[src/rtl/alu_pkg.sv]
// Shared types for the ALU execute stage: control codes, FSM states and helpers.
package alu_pkg;

    localparam int unsigned XLEN_DEFAULT = 32;

    typedef enum logic [3:0] {
        ALU_AND   = 4'b0000,
        ALU_OR    = 4'b0001,
        ALU_ADD   = 4'b0010,
        ALU_SLT   = 4'b0100,
        ALU_SUB   = 4'b0110,
        ALU_SLTU  = 4'b0111,
        ALU_SLL   = 4'b1000,
        ALU_SRL   = 4'b1001,
        ALU_SRA   = 4'b1010,
        ALU_XOR   = 4'b1100,
        ALU_UNDEF = 4'b1111
    } alu_ctrl_e;

    typedef enum logic {
        IDLE,
        SHIFT
    } exec_state_e;

    function automatic logic is_shift(alu_ctrl_e code);
        return (code == ALU_SLL) || (code == ALU_SRL) || (code == ALU_SRA);
    endfunction

endpackage

[src/rtl/alu_comb_core.sv]
// Single-cycle ALU operations and undefined-code decode; purely combinational.
module alu_comb_core
    import alu_pkg::*;
#(
    parameter int unsigned XLEN = alu_pkg::XLEN_DEFAULT
) (
    input  logic [3:0]      ctrl,
    input  logic [XLEN-1:0] a,
    input  logic [XLEN-1:0] b,
    output logic [XLEN-1:0] result,
    output logic            illegal
);

    always_comb begin
        result  = '0;
        illegal = 1'b0;
        case (alu_ctrl_e'(ctrl))
            ALU_AND:  result = a & b;
            ALU_OR:   result = a | b;
            ALU_ADD:  result = a + b;
            ALU_SUB:  result = a - b;
            ALU_XOR:  result = a ^ b;
            ALU_SLT:  result = XLEN'($signed(a) < $signed(b));
            ALU_SLTU: result = XLEN'(a < b);
            // shift codes only reach this path with a zero shift amount
            ALU_SLL, ALU_SRL, ALU_SRA: result = a;
            default:  illegal = 1'b1;
        endcase
    end

endmodule

[src/rtl/alu_exec_unit.sv]
// ALU execute stage: handshake FSM, iterative shifter and registered result/flags.
module alu_exec_unit
    import alu_pkg::*;
#(
    parameter int unsigned XLEN       = alu_pkg::XLEN_DEFAULT,
    parameter int unsigned SHIFT_STEP = 1
) (
    input  logic            clk,
    input  logic            rst_n,
    input  logic            in_valid,
    output logic            in_ready,
    input  logic [3:0]      alu_ctrl,
    input  logic [XLEN-1:0] op_a,
    input  logic [XLEN-1:0] op_b,
    output logic            out_valid,
    input  logic            out_ready,
    output logic [XLEN-1:0] result,
    output logic            zero,
    output logic            illegal,
    output logic            busy
);

    localparam logic [5:0] STEP_LIM = 6'(SHIFT_STEP);

    exec_state_e     state, state_nxt;
    alu_ctrl_e       ctrl_in, sh_op;
    logic [4:0]      shamt, remaining, step;
    logic [XLEN-1:0] shreg, shifted, core_result;
    logic            core_illegal;
    logic            accept, shift_start, shift_last;

    assign ctrl_in     = alu_ctrl_e'(alu_ctrl);
    assign shamt       = op_b[4:0];
    assign accept      = in_valid && in_ready;
    assign shift_start = accept && is_shift(ctrl_in) && (shamt != '0);
    assign shift_last  = (state == SHIFT) && ({1'b0, remaining} <= STEP_LIM);

    alu_comb_core #(.XLEN(XLEN)) u_core (
        .ctrl    (alu_ctrl),
        .a       (op_a),
        .b       (op_b),
        .result  (core_result),
        .illegal (core_illegal)
    );

    always_ff @(posedge clk or negedge rst_n) begin
        if (!rst_n) state <= IDLE;
        else        state <= state_nxt;
    end

    always_comb begin
        state_nxt = state;
        case (state)
            IDLE:    if (shift_start) state_nxt = SHIFT;
            SHIFT:   if (shift_last)  state_nxt = IDLE;
            default: state_nxt = IDLE;
        endcase
    end

    always_comb begin
        busy     = (state == SHIFT);
        in_ready = (state == IDLE) && (!out_valid || out_ready);
    end

    always_comb begin
        step = ({1'b0, remaining} < STEP_LIM) ? remaining : STEP_LIM[4:0];
        case (sh_op)
            ALU_SLL: shifted = shreg << step;
            ALU_SRA: shifted = XLEN'($signed(shreg) >>> step);
            default: shifted = shreg >> step;
        endcase
    end

    always_ff @(posedge clk or negedge rst_n) begin
        if (!rst_n) begin
            shreg     <= '0;
            remaining <= '0;
            sh_op     <= ALU_SLL;
        end else if (shift_start) begin
            shreg     <= op_a;
            remaining <= shamt;
            sh_op     <= ctrl_in;
        end else if (state == SHIFT) begin
            shreg     <= shifted;
            remaining <= remaining - step;
        end
    end

    // A shift accept loads nothing here, so a draining result simply retires.
    always_ff @(posedge clk or negedge rst_n) begin
        if (!rst_n) begin
            out_valid <= 1'b0;
            result    <= '0;
            zero      <= 1'b0;
            illegal   <= 1'b0;
        end else if (accept && !shift_start) begin
            out_valid <= 1'b1;
            result    <= core_result;
            zero      <= (core_result == '0);
            illegal   <= core_illegal;
        end else if (shift_last) begin
            out_valid <= 1'b1;
            result    <= shifted;
            zero      <= (shifted == '0);
            illegal   <= 1'b0;
        end else if (out_valid && out_ready) begin
            out_valid <= 1'b0;
        end
    end

endmodule

[config.mk]
export PLATFORM = sky130hd
export DESIGN_NAME = alu_exec_unit
export DESIGN_NICKNAME = d
export VERILOG_FILES = /design/src/rtl/alu_pkg.sv /design/src/rtl/alu_comb_core.sv /design/src/rtl/alu_exec_unit.sv
export SDC_FILE = /design/constraint.sdc
export NUM_CORES = 1
export LEC_CHECK = 0
export BUFFER_PORTS_ARGS = -buffer_cell sky130_fd_sc_hd__buf_4
export CAP_MARGIN = 20
export CORE_UTILIZATION = 55
export DETAILED_ROUTE_END_ITERATION = 8
export MAX_ROUTING_LAYER = met4
export PLACE_DENSITY_LB_ADDON = 0.15
export SLEW_MARGIN = 25
export SYNTH_ARGS = -nofsm -noshare
export SYNTH_HDL_FRONTEND = slang
export SYNTH_SLANG_ARGS = --single-unit
[constraint.sdc]
create_clock -name clk -period 4.1 [get_ports clk]
set_clock_uncertainty 0.1 [all_clocks]
set_input_delay 0.205 -clock clk [delete_from_list [all_inputs] [get_ports clk]]
set_output_delay 0.205 -clock clk [all_outputs]
set_load 0.02 [all_outputs]
==> summary.md, run 1 <==
| Metric | Value |
|---|---|
| RR Endpoint | `zero$_DFFE_PN0P_` |
| Fin Hold WS | `about 0.045 ns` |
| Worst setup EP type | `flip-flop` |
| GRT Util Overall | `42.2%` |
| Reg area | `approximately 0.0019 mm²` |
| Starting DRT DRC Count | `roughly 1500` |
| Final Cell Area | `around 0.012 mm²` |
| Final hold violations | `0` |
| Chip width | `137 µm` |
| I/O pin count | `between 100 and 150` |
| Final Setup Violations | `0` |
| Clk_lat worst skew | `around 0.33 ns` |
| Period utilisation layout | `91.9%` |
| Critical path startpoint category | `input port` |
| Max cap viols | `0` |
| Clock-pin transition on the worst setup and hold timing paths | `~0.06 ns` |
| Worst flop-to-flop path startpoint | `busy$_DFF_PN0_` |
| Setup WS pre-CTS | `0.145 ns` |
| Core ar. | `0.0180 mm²` |
| Register-to-Register Path Depth | `11` |
| Hold Crit Start | `op_b[4]` |
| Syn Area/Cell | `7.18 µm²` |
| CTS buffer count | `9` |
| Drt drc | `0` |
| TritonRoute pass-1 iters | `6` |
| Synth cell types | `slightly below 90` |
| CTS root buf | `clkbuf_16` |
| Synth area leader | `dfrtp_1` |
| P per Cell Area | `between 400 and 500 mW/mm²` |
| Largest net degree at the start of global routing | `78` |
| Area delta synth->final | `14.4%` |
| CTS tree | `yes` |
| Layout cells sized above 1 | `13.9%` |
| RSZ-0062 raised after global routing | `false` |
| Starting Density | `56.1%` |
| Vias in the first global route | `about 10000` |
| R2R Setup Slk | `~0.66 ns` |
| Final HPWL DP | `about 30000 µm` |
| IO Port Bufs | `108` |
| Yosys warning count | `0` |
| Fin crit period | `3.77 ns` |
| Arr. time, crit path | `3.94 ns` |
| Fmax | `265 MHz` |
| CP required | `approximately 4.3 ns` |
| WL final | `39000 µm` |
| Crit path capture | `zero$_DFFE_PN0P_` |
| Die area | `approximately 0.019 mm²` |
| Cells after DPL | `1694` |
| Post-synth EDFFs | `0` |
| CTS resizes | `0` |
| Final Wtd Congestion | `1.13` |
| Cell Rows | `49` |
| Final WS setup | `between 0.3 and 0.4 ns` |
| Critical path class | `in -> reg` |
| CP startpoint | `op_a[0]` |
| Post-synthesis net count | `1586` |
| Area contributors post-synth | `dfrtp_1, ha_1, nand2_1, a21oi_1, a22oi_1` |
| Worst Path Max Fanout | `4` |
| Area after DPL | `0.0111 mm²` |
| CTS sink count | `77` |
| Final net count | `1661` |
| Slew @ Worst Pin | `1.14 ns` |
| Via count | `11782` |
| Final ANT Viol Nets | `0` |
| Total grt overflow | `0` |
| Initial antenna violation count | `1` |
| FF+latch count, synth | `77` |
| Cells after Synth | `between 1000 and 1500` |
| Main synth FF type | `dfrtp_1` |
| Global-route wire length before repair | `58700 µm` |
| Die Y | `137 µm` |
| Setup TNS | `0 ns` |
| Area of the multi-input gates | `approximately 0.0074 mm²` |
| Filler Cell Count | `1637` |
| Rel. slew slack | `between 20% and 30%` |
| DR WL/cell | `22.8 µm` |
| Type of the worst min-delay path | `in -> reg` |
| Sequential share of the synthesized area | `19.1%` |
| Top-area cell type share of the netlist area | `around a fifth` |
| # H-tree levels | `3` |
| Fin cells | `1713` |
| Synthesized cell area | `0.0101 mm²` |
| P_leak | `5.33 nW` |
| Ys async rst share | `100%` |
| Final Max Tran Viols | `0` |
| Max VDD drop | `0.842 mV` |
| Status | `finished clean` |
| Max Root-Sink Buffers | `2` |
| Via density | `roughly 6.9` |
[logic make-up after synthesis]
family / count (synthesis) / share of synthesized area [%]
mux: 12 / 1.25
flops: 77 / 19.1
fa+ha+maj: 111 / 13.9
simple gates: 508 / 23.4
compound gates: 493 / 34.0
buf+inv: 198 / 7.88
xor+xnor: 4 / 0.348
[stage by stage]
step / power (mW) / utilization (%)
detailed placement: 4.48 / 62.0
global placement: 4.46 / 62.0
floorplan: 3.38 / -
finish: 5.55 / 64.2
global route: 5.87 / 64.2
CTS: 5.45 / 64.1
[cell usage after synthesis (6+ instances only)]
master / n
o22ai_1: 11
nor4_1: 16
a211oi_1: 15
nand3_1: 31
nand2_1: 195
o21ai_0: 81
nand2b_1: 16
o311ai_0: 6
nand4_1: 12
buf_2: 22
o21a_1: 8
mux2i_1: 7
and2_1: 8
nor2b_1: 18
o211ai_1: 16
nand3b_1: 6
buf_4: 6
a31oi_1: 36
nor3_1: 30
nor2_1: 129
a22oi_1: 65
a221o_1: 20
a21oi_1: 106
a21o_1: 10
or3_1: 10
a221oi_1: 14
clkbuf_1: 59
dfrtp_1: 76
inv_1: 107
o221ai_1: 9
o31ai_1: 15
o32ai_1: 6
ha_1: 109
[layout make-up]
class | instances | area share (%)
tap | 229 | 2.49
antenna | 1 | 0.0217
clock buffer | 13 | 2.35
sequential | 77 | 16.7
timing repair buffer | 154 | 10.1
clock inverter | 3 | 0.782
inverter | 108 | 3.52
multi-input combinational | 1128 | 64.0
[placed cells by master, fill, tap and decap left out, types with 6 or more instances in the layout]
cell type | Yosys | routed
o21ai_0 | 81 | 81
o31ai_1 | 15 | 15
nor4_1 | 16 | 15
o221ai_1 | 9 | 9
and2_1 | 8 | 8
nand3b_1 | 6 | 6
nor2b_1 | 18 | 18
clkbuf_16 | 0 | 9
o311ai_0 | 6 | 6
nand4_1 | 12 | 12
buf_4 | 6 | 151
a21oi_1 | 106 | 106
nor2_1 | 129 | 126
a22oi_1 | 65 | 65
nor3_1 | 30 | 30
or3_1 | 10 | 10
o21a_1 | 8 | 8
nand3_1 | 31 | 31
a21o_1 | 10 | 10
ha_1 | 109 | 109
mux2i_1 | 7 | 7
a211oi_1 | 15 | 15
o22ai_1 | 11 | 11
a31oi_1 | 36 | 36
inv_1 | 107 | 107
dfrtp_1 | 76 | 76
a221o_1 | 20 | 20
a221oi_1 | 14 | 14
nand2b_1 | 16 | 16
o32ai_1 | 6 | 6
o211ai_1 | 16 | 16
nand2_1 | 195 | 195
[worst min path at each step]
stage / endpoint / slack, ns / depth (start not counted)
floorplan: busy$_DFF_PN0_ / -0.19 / 0
global placement: out_valid$_DFFE_PN0P_ / 0.30 / 2
detailed placement: out_valid$_DFFE_PN0P_ / 0.30 / 2
CTS: remaining[4]$_DFFE_PN0P_ / 0.04 / 3
global route: remaining[4]$_DFFE_PN0P_ / 0.05 / 3
finish: remaining[4]$_DFFE_PN0P_ / 0.05 / 3
[layer usage]
layer | routed length (µm) | part of all wire [%] | global-route usage (%)
met4 | 1220 | 3.1 | 13.8
met1 | 16500 | 42 | 57.6
met5 | 0 | 0 | -
met2 | 17000 | 44 | 63.7
met3 | 4320 | 11 | 6.29
[worst max-delay path, stage by stage]
cell,delay [ns]
buf_4,0.12
inv_1,0.06
ha_1,0.22
fa_1,0.41
nor2_1,0.19
o311ai_2,0.15
and2_1,0.21
a221o_1,0.31
a21boi_0,0.39
nand4_1,0.19
or3_1,0.34
nor4_1,0.53
nand4_1,0.17
nor3_1,0.23
a41o_1,0.20
[state kept, by name (all words and copies together) (netlist names)]
register   cells
result        32
shreg         32
remaining      5
sh_op          4
zero           1
illegal        1
out_valid      1
busy           1
[power breakdown]
group          switching, mW  leakage [nW]  total [mW]  internal (mW)
registers              0.339         0.977        1.43           1.09
clock network          0.301         0.176       0.946          0.645
logic                   2.04          4.18        3.17           1.14
[timing repair]
item,in CTS,in global routing
hold buffers,2,0
endpoints found under the hold margin,77,0
buffers inserted,0,0
No activity file was read; power rests on OpenSTA's default activity.
==> run 2, diff against run 1 <==
- RECOVER_POWER: default -> 50
==> run 2 against run 1 <==
Against the previous run: die area unchanged; count of clock-buffer cells in the layout unchanged; non-clock buffer count unchanged; combinational power decreased by 2%; sequential share of layout area increased by 0.11 points; sequential cell count unchanged; power decreased by 1.3%; the flow now finishes with violations (capacitance limit, slew limit).
==> summary.md, run 2 (synthesized netlist as in run 1, its figures left out) <==
| Metric | Value |
|---|---|
| Arr. time, crit path | `3.96 ns` |
| Slew @ Worst Pin | `1.89 ns` |
| Final ANT Viol Nets | `0` |
| Crit-path max cell delay | `around 0.54 ns` |
| Crit-path cells | `buf_4, inv_1, ha_1, fa_1, nor2_1, o311ai_2, and2_1, a221o_1, a21boi_0, nand4_1, or3_1, nor4_1, nand4_1, nor3_1, a41o_1` |
| Type of the worst min-delay path | `in -> reg` |
| P per Cell Area | `478 mW/mm²` |
| Max Root-Sink Buffers | `2` |
| Core ar. | `0.0180 mm²` |
| Worst setup EP type | `flip-flop` |
| Final HPWL DP | `29600 µm` |
| P_leak | `approximately 5.3 nW` |
| Vias in the first global route | `10470` |
| Critical path class | `in -> reg` |
| Final net count | `between 1500 and 2000` |
| CTS buffer count | `9` |
| Clk_lat worst skew | `0.33 ns` |
| Starting DRT DRC Count | `1549` |
| Setup TNS | `0 ns` |
| RSZ-0062 raised after global routing | `false` |
| GRT Util Overall | `42.2%` |
| CP delay by family, top | `simple AND/OR/NAND/NOR gates` |
| Fin cells | `1713` |
| CP required | `4.27 ns` |
| Fin Hold WS | `0.0441 ns` |
| Die Y | `137 µm` |
| Slowest CP cell | `nor4_1` |
| Max cap viols | `1` |
| CTS tree | `yes` |
| Area delta synth->final | `13.7%` |
| Die area | `0.0189 mm²` |
| Initial antenna violation count | `1` |
| Drt drc | `0` |
| Via density | `6.86` |
| Final Max Tran Viols | `78` |
| CTS resizes | `0` |
| Worst Path Max Fanout | `4` |
| # H-tree levels | `3` |
| Fmax | `264 MHz` |
| Cell Rows | `49` |
| Final Setup Violations | `0` |
| Cells after DPL | `around 1700` |
| IO Port Bufs | `108` |
| DR WL/cell | `22.8 µm` |
| Commonest non-fill, non-tap cell in the layout | `nand2_1` |
| Status | `complete, but fails checks` |
| Global-route wire length before repair | `around 59000 µm` |
| Critical path startpoint category | `input port` |
| WL final | `39000 µm` |
| Setup WS pre-CTS | `0.145 ns` |
| CTS root buf | `clkbuf_16` |
| Starting Density | `56.1%` |
| Largest net degree at the start of global routing | `78` |
| Clock-pin transition on the worst setup and hold timing paths | `0.06 ns` |
| CTS sink count | `77` |
| Rel. slew slack | `-26.0%` |
| Total grt overflow | `0` |
| Fin crit period | `3.79 ns` |
| Final Wtd Congestion | `1.13` |
| Via count | `11747` |
| CP bufs+invs | `2` |
| Period utilisation layout | `92.4%` |
| TritonRoute pass-1 iters | `6` |
| Final WS setup | `0.311 ns` |
| Most frequent CP cell | `nand4_1` |
| Top flop regs | `result: 32 flops, shreg: 32 flops, remaining: 5 flops` |
| Max VDD drop | `0.827 mV` |
| Pwr Total | `5.48 mW` |
| Chip width | `137 µm` |
| Layout cells sized above 1 | `12.7%` |
| I/O pin count | `109` |
| Final hold violations | `0` |
| Commonest cells after routing, fill and taps aside | `nand2_1, buf_4, nor2_1` |
| Failing checks | `capacitance limit, slew limit` |
## run 2: what timing repair did
item	4_1_cts	5_1_grt
setup buffers	0	0
setup endpoints to repair	0	0
hold buffers	2	0
hold endpoints to repair	77	0
## run 2: power by group
group / internal, mW / switching, mW / total, mW
clock: 0.645 / 0.302 / 0.947
combinational: 1.07 / 2.04 / 3.11
sequential: 1.09 / 0.335 / 1.42
total: 2.80 / 2.68 / 5.48
## run 2: final timing paths
| kind | start | end | slack, ns | depth (start not counted) |
|---|---|---|---|---|
| hold reg to reg | result[2]$_DFFE_PN0P_ | result[2]$_DFFE_PN0P_ | 0.39 | 2 |
| hold / removal | op_b[4] | remaining[4]$_DFFE_PN0P_ | 0.04 | 3 |
| setup reg to reg | busy$_DFF_PN0_ | zero$_DFFE_PN0P_ | 0.61 | 11 |
| setup / recovery | op_a[0] | zero$_DFFE_PN0P_ | 0.31 | 15 |
| min in group asynchronous | rst_n | remaining[3]$_DFFE_PN0P_ | 0.85 | 2 |
| max in group asynchronous | rst_n | result[21]$_DFFE_PN0P_ | 1.93 | 2 |
## run 2: metal layers
layer / GRT usage, % / routed length [µm] / up-vias
met5: - / 0 / -
met4: 13.8 / 1150 / 0
met3: 6.29 / 4450 / 95
met2: 63.7 / 17000 / 794
met1: 57.6 / 16300 / 5562
li1: - / - / 5296
## run 2: metrics by stage
stage	area (µm²)	util (%)
2_1_floorplan	10100	-
3_3_place_gp	11100	62.0
3_5_place_dp	11100	62.0
4_1_cts	11500	64.1
5_1_grt	11500	63.7
6_report	11500	63.7
## run 2: layout make-up
cell class | instances | area [µm²]
inverters | 108 | 405
repair buffers | 154 | 1090
multi-input cells | 1128 | 7380
well taps | 229 | 287
flip-flops and latches | 77 | 1930
clock buffers | 13 | 270
diodes | 1 | 2.50
clock inverters | 3 | 90.1
fillers | 1660 | 6510
## run 2: worst min-delay path: stages
cell	delay [ns]
buf_4	0.10
nand2_1	0.07
o221ai_1	0.07
